`config.mk`:
```
export PLATFORM = sky130hd
export DESIGN_NAME = alu_rsp_collector
export DESIGN_NICKNAME = d
export VERILOG_FILES = /design/src/rtl/alu_rsp_collector.sv
export SDC_FILE = /design/constraint.sdc
export NUM_CORES = 1
export LEC_CHECK = 0
export ABC_AREA = 1
export BUFFER_PORTS_ARGS = -buffer_cell sky130_fd_sc_hd__clkbuf_2
export CORE_AREA = 2 2 631 633
export CTS_BUF_LIST = sky130_fd_sc_hd__clkbuf_8
export CTS_CLUSTER_DIAMETER = 40
export CTS_CLUSTER_SIZE = 16
export DETAILED_ROUTE_END_ITERATION = 7
export DIE_AREA = 0 0 633 635
export PLACE_DENSITY = 0.3
export SETUP_SLACK_MARGIN = 0.4
export SYNTH_ARGS = -nofsm -noshare
export SYNTH_HDL_FRONTEND = slang
export SYNTH_SLANG_ARGS = --single-unit
export TNS_END_PERCENT = 30
```
`constraint.sdc`:
```
create_clock -name clk_i -period 3.41 [get_ports clk_i]
set_clock_uncertainty 0.2 [all_clocks]
set_input_delay 0.8525 -clock clk_i [delete_from_list [all_inputs] [get_ports clk_i]]
set_output_delay 0.8525 -clock clk_i [all_outputs]
set_load 0.005 [all_outputs]
```
`src/rtl/alu_rsp_collector.sv`:
```
// rtl/alu_rsp_collector.sv - collects ALU results in done order into NUM-deep batches
// Handshakes batches out, throttles issue, and flags overflow/spurious/timeout.
module alu_rsp_collector #(
  parameter int NUM       = 100,
  parameter int RES_WIDTH = 16,
  parameter int TIMEOUT   = 64,
  parameter int CNT_W     = $clog2(NUM+1)
) (
  input  logic                     clk_i,
  input  logic                     reset_i,
  input  logic                     start_i,
  input  logic                     done_i,
  input  logic [RES_WIDTH-1:0]     res_i,
  input  logic                     flush_i,
  output logic                     issue_ready_o,
  output logic                     batch_valid_o,
  input  logic                     batch_ready_i,
  output logic [NUM*RES_WIDTH-1:0] batch_data_o,
  output logic [CNT_W-1:0]         batch_count_o,
  output logic                     overflow_o,
  output logic                     spurious_o,
  output logic                     timeout_o
);

  localparam int TW = $clog2(TIMEOUT+1);

  typedef enum logic {COLLECT, DRAIN} state_e;

  state_e                   state_q, state_d;
  logic [CNT_W-1:0]         count_q, count_d;
  logic [CNT_W-1:0]         out_q, out_d;
  logic [TW-1:0]            timer_q, timer_d;
  logic                     ovf_q, ovf_d, spur_q, spur_d, to_q, to_d;
  logic [NUM*RES_WIDTH-1:0] data_q;
  logic                     spur_ev, real_done, capture;
  logic [CNT_W:0]           pending;

  assign pending       = {1'b0, count_q} + {1'b0, out_q};
  assign issue_ready_o = (state_q == COLLECT) && (pending < (CNT_W+1)'(NUM));
  // A same-cycle start makes a done legal even with nothing outstanding.
  assign spur_ev       = done_i && (out_q == '0) && !start_i;
  assign real_done     = done_i && !spur_ev;
  assign capture       = real_done && (state_q == COLLECT);

  always_comb begin
    state_d = state_q;
    count_d = count_q;
    out_d   = out_q;
    timer_d = timer_q;
    ovf_d   = ovf_q;
    spur_d  = spur_q;
    to_d    = to_q;

    if (capture) count_d = count_q + 1'b1;

    case (state_q)
      COLLECT: begin
        if ((capture && (count_q == CNT_W'(NUM-1))) ||
            (flush_i && ((count_q != '0) || capture)))
          state_d = DRAIN;
      end
      DRAIN: begin
        if (batch_ready_i) begin
          state_d = COLLECT;
          count_d = '0;
        end
      end
      default: state_d = COLLECT;
    endcase

    if (start_i && !real_done) begin
      if (out_q != CNT_W'(NUM)) out_d = out_q + 1'b1;
    end else if (!start_i && real_done) begin
      out_d = out_q - 1'b1;
    end

    if ((out_q == '0) || done_i)
      timer_d = '0;
    else if (timer_q != TW'(TIMEOUT))
      timer_d = timer_q + 1'b1;
    if (timer_d == TW'(TIMEOUT)) to_d = 1'b1;

    if (spur_ev) spur_d = 1'b1;
    if ((start_i && !issue_ready_o) || (done_i && (state_q == DRAIN))) ovf_d = 1'b1;
  end

  always_ff @(posedge clk_i) begin
    if (reset_i) begin
      state_q <= COLLECT;
      count_q <= '0;
      out_q   <= '0;
      timer_q <= '0;
      ovf_q   <= 1'b0;
      spur_q  <= 1'b0;
      to_q    <= 1'b0;
    end else begin
      state_q <= state_d;
      count_q <= count_d;
      out_q   <= out_d;
      timer_q <= timer_d;
      ovf_q   <= ovf_d;
      spur_q  <= spur_d;
      to_q    <= to_d;
    end
  end

  // Slot storage carries no reset; only [0, count) is ever meaningful.
  for (genvar k = 0; k < NUM; k++) begin : g_slot
    always_ff @(posedge clk_i) begin
      if (!reset_i && capture && (count_q == CNT_W'(k)))
        data_q[k*RES_WIDTH +: RES_WIDTH] <= res_i;
    end
  end

  assign batch_valid_o = (state_q == DRAIN);
  assign batch_count_o = count_q;
  assign batch_data_o  = data_q;
  assign overflow_o    = ovf_q;
  assign spurious_o    = spur_q;
  assign timeout_o     = to_q;

endmodule

```
# Word-level counts from Yosys, hierarchy flattened
# Index checks and enable logic that the tools add are counted.
dict set report op_classes {
  addsub 5
  magnitude_cmp 1
  n_eq_ne 103
  n_mux 11
  n_bitwise 1
  reduce_logical 126
}
# op n
set op_table {}
lappend op_table {{$eq 7x7->1 const B} 37}
lappend op_table {{$eq 7x6->1 const B} 32}
lappend op_table {{$eq 7x5->1 const B} 16}
lappend op_table {{$logic_and 1x1->1} 112}
lappend op_table {{$eq 7x4->1 const B} 8}
lappend op_table {{$mux 7} 8}
lappend op_table {{$eq 7x3->1 const B} 4}
lappend op_table {{$add 7x1->7 const B} 3}
lappend op_table {{$eq 7x2->1 const B} 2}
lappend op_table {{$logic_not 7->1} 2}
lappend op_table {{$ne 7x7->1 const B} 2}
lappend op_table {{$add 7x7->8} 1}
lappend op_table {{$lt 8x7->1 const B} 1}
lappend op_table {{$eq 7x1->1 const B} 1}
lappend op_table {{$reduce_bool 7->1} 1}
lappend op_table {{$sub 7x1->7 const B} 1}
lappend op_table {{$logic_not 1->1} 5}
lappend op_table {{$logic_or 1x1->1} 4}
lappend op_table {{$mux 1} 2}
lappend op_table {{$ne 2x1->1 const B} 1}
lappend op_table {{$pmux 1 s2} 1}
lappend op_table {{$reduce_and 2->1} 1}
lappend op_table {{$reduce_bool 2->1} 1}
lappend op_table {{$not 1->1} 1}
dict set report word_totals {
  reg_bits 1625
  inputBits 22
  out_inout_bits 1612
  word_cells 354
}

# Logic depth before layout (Yosys ltp)
# Gate-level depths: netlist of run 1.
dict set report depth {
  depth_word 11
  ltp_mapped 13
  mapped_depth_nobuf 13
}

# Worst setup path after synthesis of run 1
# Ideal clock, no wire load.
dict set report synth_path {
  path_type {input -> register}
  startpoint {in start_i}
  endpoint {reg data_q[1056] (netlist: batch_data_o[1056]), enable pin}
  arrival_time_ps 2307
  required_time_ps 2822
  slack_ps 515
  cell_stages 8
  path_buffers 0
  path_cell_list {inv_1 -> nand3_4 -> nand3_4 -> nor2_8 -> inv_4 -> nor2_8 -> nand2_4 -> nor2_1}
}
dict set report synth_via {
  elab_chain_cells 7
}
# item line_no
set synth_lines {}
lappend synth_lines {{from (decl)} 11} ;# input logic start_i,
lappend synth_lines {{$logic_not 1->1} 41} ;# assign spur_ev = done_i && (out_q == '0) && !start_i;
lappend synth_lines {{$logic_and 1x1->1} 41}
lappend synth_lines {{$logic_not 1->1} 42} ;# assign real_done = done_i && !spur_ev;
lappend synth_lines {{$logic_and 1x1->1} 42}
lappend synth_lines {{$logic_and 1x1->1} 43} ;# assign capture = real_done && (state_q == COLLECT);
lappend synth_lines {{$logic_and 1x1->1 (2 in a row)} 110} ;# if (!reset_i && capture && (count_q == CNT_W'(k)))
lappend synth_lines {{to (signal, indexed assignment)} 111} ;# data_q[k*RES_WIDTH +: RES_WIDTH] <= res_i;
lappend synth_lines {{to (decl)} 34} ;# logic [NUM*RES_WIDTH-1:0] data_q;
# Every way passes these cells.
# A chain may end at the register's enable or synchronous reset.

# Worst setup path after layout of run 1
dict set report layout_path {
  startpoint {reg count_q[1] (netlist: batch_count_o[1])}
  endpoint {out issue_ready_o}
}
dict set report layout_via {
  elab_chain_cells 3
}
# item line_no
set layout_lines {}
lappend layout_lines {{from (decl)} 30} ;# logic [CNT_W-1:0] count_q, count_d;
lappend layout_lines {{from (signal assigned)} 98} ;# count_q <= count_d;
lappend layout_lines {{$add 7x7->8} 38} ;# assign pending = {1'b0, count_q} + {1'b0, out_q};
lappend layout_lines {{$lt 8x7->1} 39} ;# assign issue_ready_o = (state_q == COLLECT) && (pending < (CNT_W+1)'(NUM));
lappend layout_lines {{$logic_and 1x1->1} 39}
lappend layout_lines {{to (decl)} 15} ;# output logic issue_ready_o,
# Every way passes these cells.

==> results.json, run 1 <==
{
  "p_leak_uw": 0.0274,
  "syn_area_per_cell_um2": 25.1,
  "hold_slack_ns": 0.157,
  "min_period_ns": 3.61,
  "async_reset_ff_share_pct": 0,
  "routed_wl_um": 262000,
  "cellPowerDensity_nw_per_um2": 588,
  "ys_seq_elements": 1625,
  "cp-end-kind": "output pin",
  "core-area_um2": 395000,
  "first_pass_iters": 6,
  "hold_viol": 0,
  "root_buffer": "clkbuf_8",
  "synth_edf_count": 1600,
  "start_util_pct": 12.8,
  "peakVddDrop_uv": 278,
  "first_iter_violations": 2455,
  "crit_end": "issue_ready_o",
  "port_buffers": 1633,
  "layout_setup_ws_ns": -0.202,
  "ant_nets": 0,
  "fp.dieH_um": 635,
  "reg2reg_depth": 11,
  "synthMuxAreaShare_pct": 0,
  "synth_simple_gate_area_share_pct": 2.33,
  "cts_max_level": 5,
  "via_per_inst": 3.07,
  "clk_latency_ns": 1.05,
  "fp.dieW_um": 633,
  "synth-seq-area-share_pct": 96.3,
  "synthAdderAreaFrac_pct": 0.461,
  "maxCapViolations": 0,
  "setup_viol": 1,
  "syn_inst": 2006,
  "outcome": "complete, but fails checks",
  "track_usage_pct": 12.5,
  "dpl.hpwl_um": 185000,
  "syn2layout_area_growth_pct": 49.6,
  "nNetsFinal": 4256,
  "gr-total-overflow": 0,
  "start_kind": "register",
  "die_area_um2": 402000,
  "violations": "setup timing",
  "synthXorXnorAreaFrac_pct": 0.191,
  "post-route-util_pct": 19.1,
  "cts.sinks": 1625,
  "crit-reg2reg-capture": "batch_valid_o$_SDFF_PP0_",
  "place_congestion": 0.770,
  "grt_pass1_wl_um": 327000,
  "fmax_ghz": 0.277,
  "cts_made_buffers": 294,
  "rsz0062_at_grt": "true",
  "cts.path.max_buffers": 4,
  "crit_start": "batch_count_o[1]$_SDFF_PP0_",
  "preCtsSetupSlack_ns": -0.180,
  "grt_pass1_vias": 30317,
  "dr_total_vias": 29821,
  "tightestPinTransition_ns": 0.953,
  "netlist_area_um2": 50400,
  "grt_antenna_before_repair": 38,
  "crit_type": "register to output pin",
  "finalMaxSlewViolations": 0,
  "detail_route.wl_per_cell_um": 26.9,
  "hp-class": "primary input to register",
  "slew_headroom_pct": 36.5,
  "synth_compound_area_share_pct": 0.340,
  "cts_tree": "yes",
  "timing.rr.start": "out_q[1]$_SDFFE_PP0P_",
  "ys_warn_count": 0,
  "filler_cell_count": 42651,
  "path_clk_slew_ns": 0.07,
  "required_ns": 2.36,
  "synth_top_flop_cell": "edfxtp_1",
  "drcViolationCount": 0,
  "arrival_ns": 2.56,
  "crit_fanout": 3,
  "fin_crit_sh_pct": 106,
  "synth_fp_nets": 2046,
  "drive_above_1_share_pct": 56.6,
  "instances_no_fill": 9716,
  "io_pins": 1634,
  "grt_start_max_net_pins": 36,
  "synth_cell_types": 28,
  "placed_cells": 9142,
  "synth_top_family_by_area": "simple AND/OR/NAND/NOR gates",
  "core.rowCount": 231,
  "rrSetupSlack_ns": 0.58
}
==> worst max-delay path, cell delays in order (launching register included) <==
cell,delay (ns)
dfxtp_1,0.33
ha_1,0.33
nand3_2,0.10
nand2_2,0.07
nand2_1,0.08
nand2_1,0.06
nand2_1,0.05
nand2_1,0.05
nand2_1,0.09
nand3_2,0.09
nand2_4,0.09
inv_2,0.04
clkbuf_16,0.15
==> cell type report <==
type	instances	area, µm²	share of cell area (%)
diodes	15	37.5	0.0498
multi-input cells	325	2130	2.83
inverters	49	186	0.247
clock inverters	238	2360	3.13
flip-flops and latches	1625	48600	64.4
well taps	5242	6560	8.69
clock buffers	301	4140	5.49
repair buffers	1921	11500	15.2
==> power breakdown <==
| part | switching, µW | internal [µW] | total, µW |
|---|---|---|---|
| clock network | 9450 | 11300 | 20700 |
| registers | 44.0 | 22000 | 22000 |
| logic | 1210 | 422 | 1630 |
==> logic make-up after synthesis <==
family	count (synthesis)
buf+inv	56
fa+ha+maj	18
xor+xnor	11
compound gates	32
flops	1625
simple gates	264
==> layer usage <==
metal  vias up  wire length [µm]  GRT usage, %
met5         -                25             0
met4         4              8640          4.05
met3       363             21100          3.89
met2      1419            137000          22.9
met1     15605             94500          13.4
li1      12430                 -             -
==> stage by stage <==
| stage | area (µm²) | total power [µW] | TNS, ns |
|---|---|---|---|
| 2_1_floorplan | 50400 | 22700 | 0 |
| 3_3_place_gp | 68400 | 24100 | -3.15 |
| 3_5_place_dp | 68400 | 24100 | -3.31 |
| 4_1_cts | 75400 | 45200 | -0.512 |
| 5_1_grt | 75400 | 46000 | -0.534 |
| 6_report | 75400 | 44400 | -0.202 |
==> Yosys cell counts, types with 4 or more instances <==
| master | number | area (µm²) |
|---|---|---|
| o21ai_0 | 13 | 65.1 |
| edfxtp_1 | 1600 | 48000 |
| ha_1 | 17 | 213 |
| nand2_1 | 66 | 248 |
| nor2_1 | 142 | 533 |
| nand3_1 | 27 | 135 |
| dfxtp_1 | 25 | 500 |
| a21oi_1 | 15 | 75.1 |
| xor2_1 | 11 | 96.3 |
| nand2_4 | 4 | 45.0 |
| inv_1 | 48 | 180 |
| nand4_1 | 6 | 37.5 |
| nand2_2 | 6 | 37.5 |
| clkbuf_1 | 7 | 26.3 |
==> flip-flops by register name (all words and copies together) (netlist names) <==
signal         cells
batch_count_o      7
batch_data_o    1600
batch_valid_o      1
out_q              7
overflow_o         1
spurious_o         1
timeout_o          1
timer_q            7
==> layout by cell type (no fill, tap or decap), types with 4 or more instances in the layout <==
master / count
dfxtp_2: 9
nor2_4: 19
inv_1: 70
nand2_4: 9
ha_1: 13
clkinv_1: 39
a21oi_1: 14
buf_4: 204
nand2_1: 56
clkinvlp_4: 31
clkinv_2: 46
inv_8: 11
nor2_1: 56
nand2_2: 11
edfxtp_1: 1600
nand4_1: 6
o21ai_0: 13
nor2_2: 71
buf_12: 64
nand3_4: 5
clkbuf_2: 1608
clkinv_4: 27
buf_6: 20
bufinv_16: 35
ha_4: 4
inv_6: 21
clkbuf_16: 7
dlygate4sd3_1: 14
nand3_1: 22
dfxtp_1: 14
xor2_1: 11
clkbuf_8: 303
diode_2: 15
==> worst min path at each step <==
stage	slack, ns	endpoint	cells past startpoint	from
final	0.16	batch_data_o[1243]$_DFFE_PP_	1	res_i[11]
after global routing	0.02	batch_data_o[747]$_DFFE_PP_	1	res_i[11]
after CTS	0.01	batch_data_o[436]$_DFFE_PP_	1	res_i[4]
after detailed placement	0.25	timeout_o$_SDFFE_PP0N_	2	timeout_o$_SDFFE_PP0N_
after global placement	0.25	timeout_o$_SDFFE_PP0N_	2	timeout_o$_SDFFE_PP0N_
after floorplan	0.24	timeout_o$_SDFFE_PP0N_	2	timeout_o$_SDFFE_PP0N_
==> repair_timing <==
| item | in CTS | in global routing |
|---|---|---|
| endpoints found under the setup margin | 28 | 127 |
| pin swaps | 6 | 5 |
| hold endpoints to repair | 30 | 0 |
| buffers inserted | 3 | 3 |
| hold buffers | 14 | 0 |
| gates resized for setup | 58 | 10 |
Power figures use the tool's default switching activity.
==> run 2, diff against run 1 <==
--- a/config.mk
+++ b/config.mk
@@ -15,6 +15,7 @@
 export DIE_AREA = 0 0 633 635
 export PLACE_DENSITY = 0.3
 export SETUP_SLACK_MARGIN = 0.4
+export SKIP_CTS_REPAIR_TIMING = 1
 export SYNTH_ARGS = -nofsm -noshare
 export SYNTH_HDL_FRONTEND = slang
 export SYNTH_SLANG_ARGS = --single-unit
==> run 2 against run 1 <==
Effect of this change: the flow still finishes with violations (setup timing); wire length is essentially flat; via count is essentially flat; sequential power is essentially flat; global-route usage is essentially flat; clock-buffer cell count is the same; non-clock buffer count shrank 9; design area shrank 0.35%; critical endpoint unchanged; fmax shrank 0.48%; flip-flop and latch count is the same; utilization shrank 0.068 points.
==> results.json, run 2 (synthesis results as in run 1) <==
{
  "tightestPinTransition_ns": 0.923,
  "root_buffer": "clkbuf_8",
  "mostFrequentLayoutCells": "1609 x clkbuf_2, 1600 x edfxtp_1, 301 x clkbuf_8",
  "cts_made_buffers": 294,
  "fin_crit_sh_pct": 106,
  "swShare_pct": 24.2,
  "slew_headroom_pct": 38.4,
  "routed_wl_um": 262000,
  "port_buffers": 1633,
  "cts.sinks": 1625,
  "worstHoldStart": "res_i[11]",
  "pwr-share-seq_pct": 49.7,
  "rsz0062_at_grt": "true",
  "grt_pass1_wl_um": 327000,
  "instances_no_fill": 9707,
  "largest_register_ffs": 1600,
  "switchingPower_uw": 10700,
  "power.share.clock_pct": 46.7,
  "track_usage_pct": 12.4,
  "dpl.hpwl_um": 185000,
  "grt_pass1_vias": 30179,
  "hp-class": "primary input to register",
  "crit_start": "batch_count_o[4]$_SDFF_PP0_",
  "fp.dieH_um": 635,
  "die_area_um2": 402000,
  "detail_route.wl_per_cell_um": 27.0,
  "final_common_cell": "clkbuf_2",
  "grt_antenna_before_repair": 38,
  "clk_latency_ns": 1.05,
  "hold_viol": 0,
  "core.rowCount": 231,
  "start_util_pct": 12.8,
  "post-route-util_pct": 19.0,
  "first_iter_violations": 2413,
  "p_leak_uw": 0.0273,
  "first_pass_iters": 5,
  "crit_type": "register to output pin",
  "power_frac_comb_pct": 3.6,
  "drive_above_1_share_pct": 56.5,
  "filler_cell_count": 42680,
  "dr_total_vias": 29813,
  "cts_tree": "yes",
  "intPower_uw": 33600,
  "fp.dieW_um": 633,
  "fmax_ghz": 0.275,
  "path_clk_slew_ns": 0.07,
  "placed_cells": 9142,
  "outcome": "complete, but fails checks",
  "core-area_um2": 395000,
  "place_congestion": 0.770,
  "io_pins": 1634,
  "cts.path.max_buffers": 4,
  "min_to": "batch_data_o[1243]$_DFFE_PP_",
  "timing.rr.start": "out_q[1]$_SDFFE_PP0P_",
  "maxCapViolations": 0,
  "start_kind": "register",
  "grt_start_max_net_pins": 36,
  "drcViolationCount": 0,
  "nNetsFinal": 4247,
  "min_period_ns": 3.63,
  "rrSetupSlack_ns": 0.63,
  "peakVddDrop_uv": 278,
  "cts_max_level": 5,
  "ant_nets": 0,
  "min_path_cells": 1,
  "crit_fanout": 5,
  "gr-total-overflow": 0,
  "reg2reg_depth": 12,
  "violations": "setup timing",
  "cellPowerDensity_nw_per_um2": 589,
  "layout_setup_ws_ns": -0.220,
  "via_per_inst": 3.07,
  "cp-end-kind": "output pin",
  "setup_viol": 1,
  "crit-reg2reg-capture": "batch_data_o[945]$_DFFE_PP_",
  "arrival_ns": 2.58,
  "required_ns": 2.36,
  "syn2layout_area_growth_pct": 49.1,
  "finalMaxSlewViolations": 0
}
==> run 2: cell count changes in the layout (fill, tap and decap cells not counted), moves of 3 or more <==
cell / delta
dfxtp_1: +3
clkbuf_16: -7
buf_6: +3
dlygate4sd3_1: -6
==> run 2: power groups by stage <==
stage | clock network, µW | registers (µW) | logic (µW)
2_1_floorplan | 0 | 22500 | 253
3_5_place_dp | 0 | 22400 | 1630
4_1_cts | 21400 | 22000 | 1640
5_1_grt | 22200 | 22000 | 1710
6_report | 20700 | 22000 | 1580
3_3_place_gp | 0 | 22400 | 1660
==> run 2: area by class of cell <==
class	instances	area (µm²)	share of cell area (%)
Antenna cell	15	37.5	0.0499
Sequential cell	1625	48600	64.6
Clock buffer	301	4140	5.51
Clock inverter	238	2360	3.14
Multi-Input combinational cell	325	2100	2.79
Timing Repair Buffer	1912	11200	14.9
Inverter	49	186	0.248
Tap cell	5242	6560	8.72
==> run 2: routing by layer <==
layer	GRT usage, %	up-vias	routed length [µm]
met4	4.29	4	9150
met1	13.4	15549	94600
li1	-	12420	-
met3	3.89	371	21000
met2	22.8	1469	137000
met5	0	-	25
==> run 2: worst max path at each step <==
stage / end / slack (ns) / cells after the start
finish: issue_ready_o / -0.22 / 9
global route: issue_ready_o / -0.52 / 12
CTS: issue_ready_o / -0.85 / 11
detailed placement: batch_data_o[709]$_DFFE_PP_ / -0.18 / 11
global placement: batch_data_o[710]$_DFFE_PP_ / -0.20 / 11
floorplan: batch_data_o[1056]$_DFFE_PP_ / 0.52 / 8
==> run 2: worst max-delay path, stage by stage (launching register included) <==
cell and delay [ns]:
dfxtp_1 0.33, ha_1 0.35, a21oi_1 0.27, nand2_2 0.10, nand2_1 0.08, nand2_2 0.05
nand3_2 0.08, nand2_4 0.07, inv_2 0.06, buf_6 0.12
==> run 2: per-stage QoR <==
step                TNS [ns]  hold WS, ns  area [µm²]  power [µW]  setup slack (ns)
CTS                   -0.855       -0.346       74900       45100            -0.855
global route          -0.516       0.0195       75200       45900            -0.516
floorplan                  0        0.241       50400       22700             0.515
detailed placement     -3.31        0.255       68400       24100            -0.180
finish                -0.220        0.158       75200       44300            -0.220
global placement       -3.15        0.250       68400       24100            -0.197
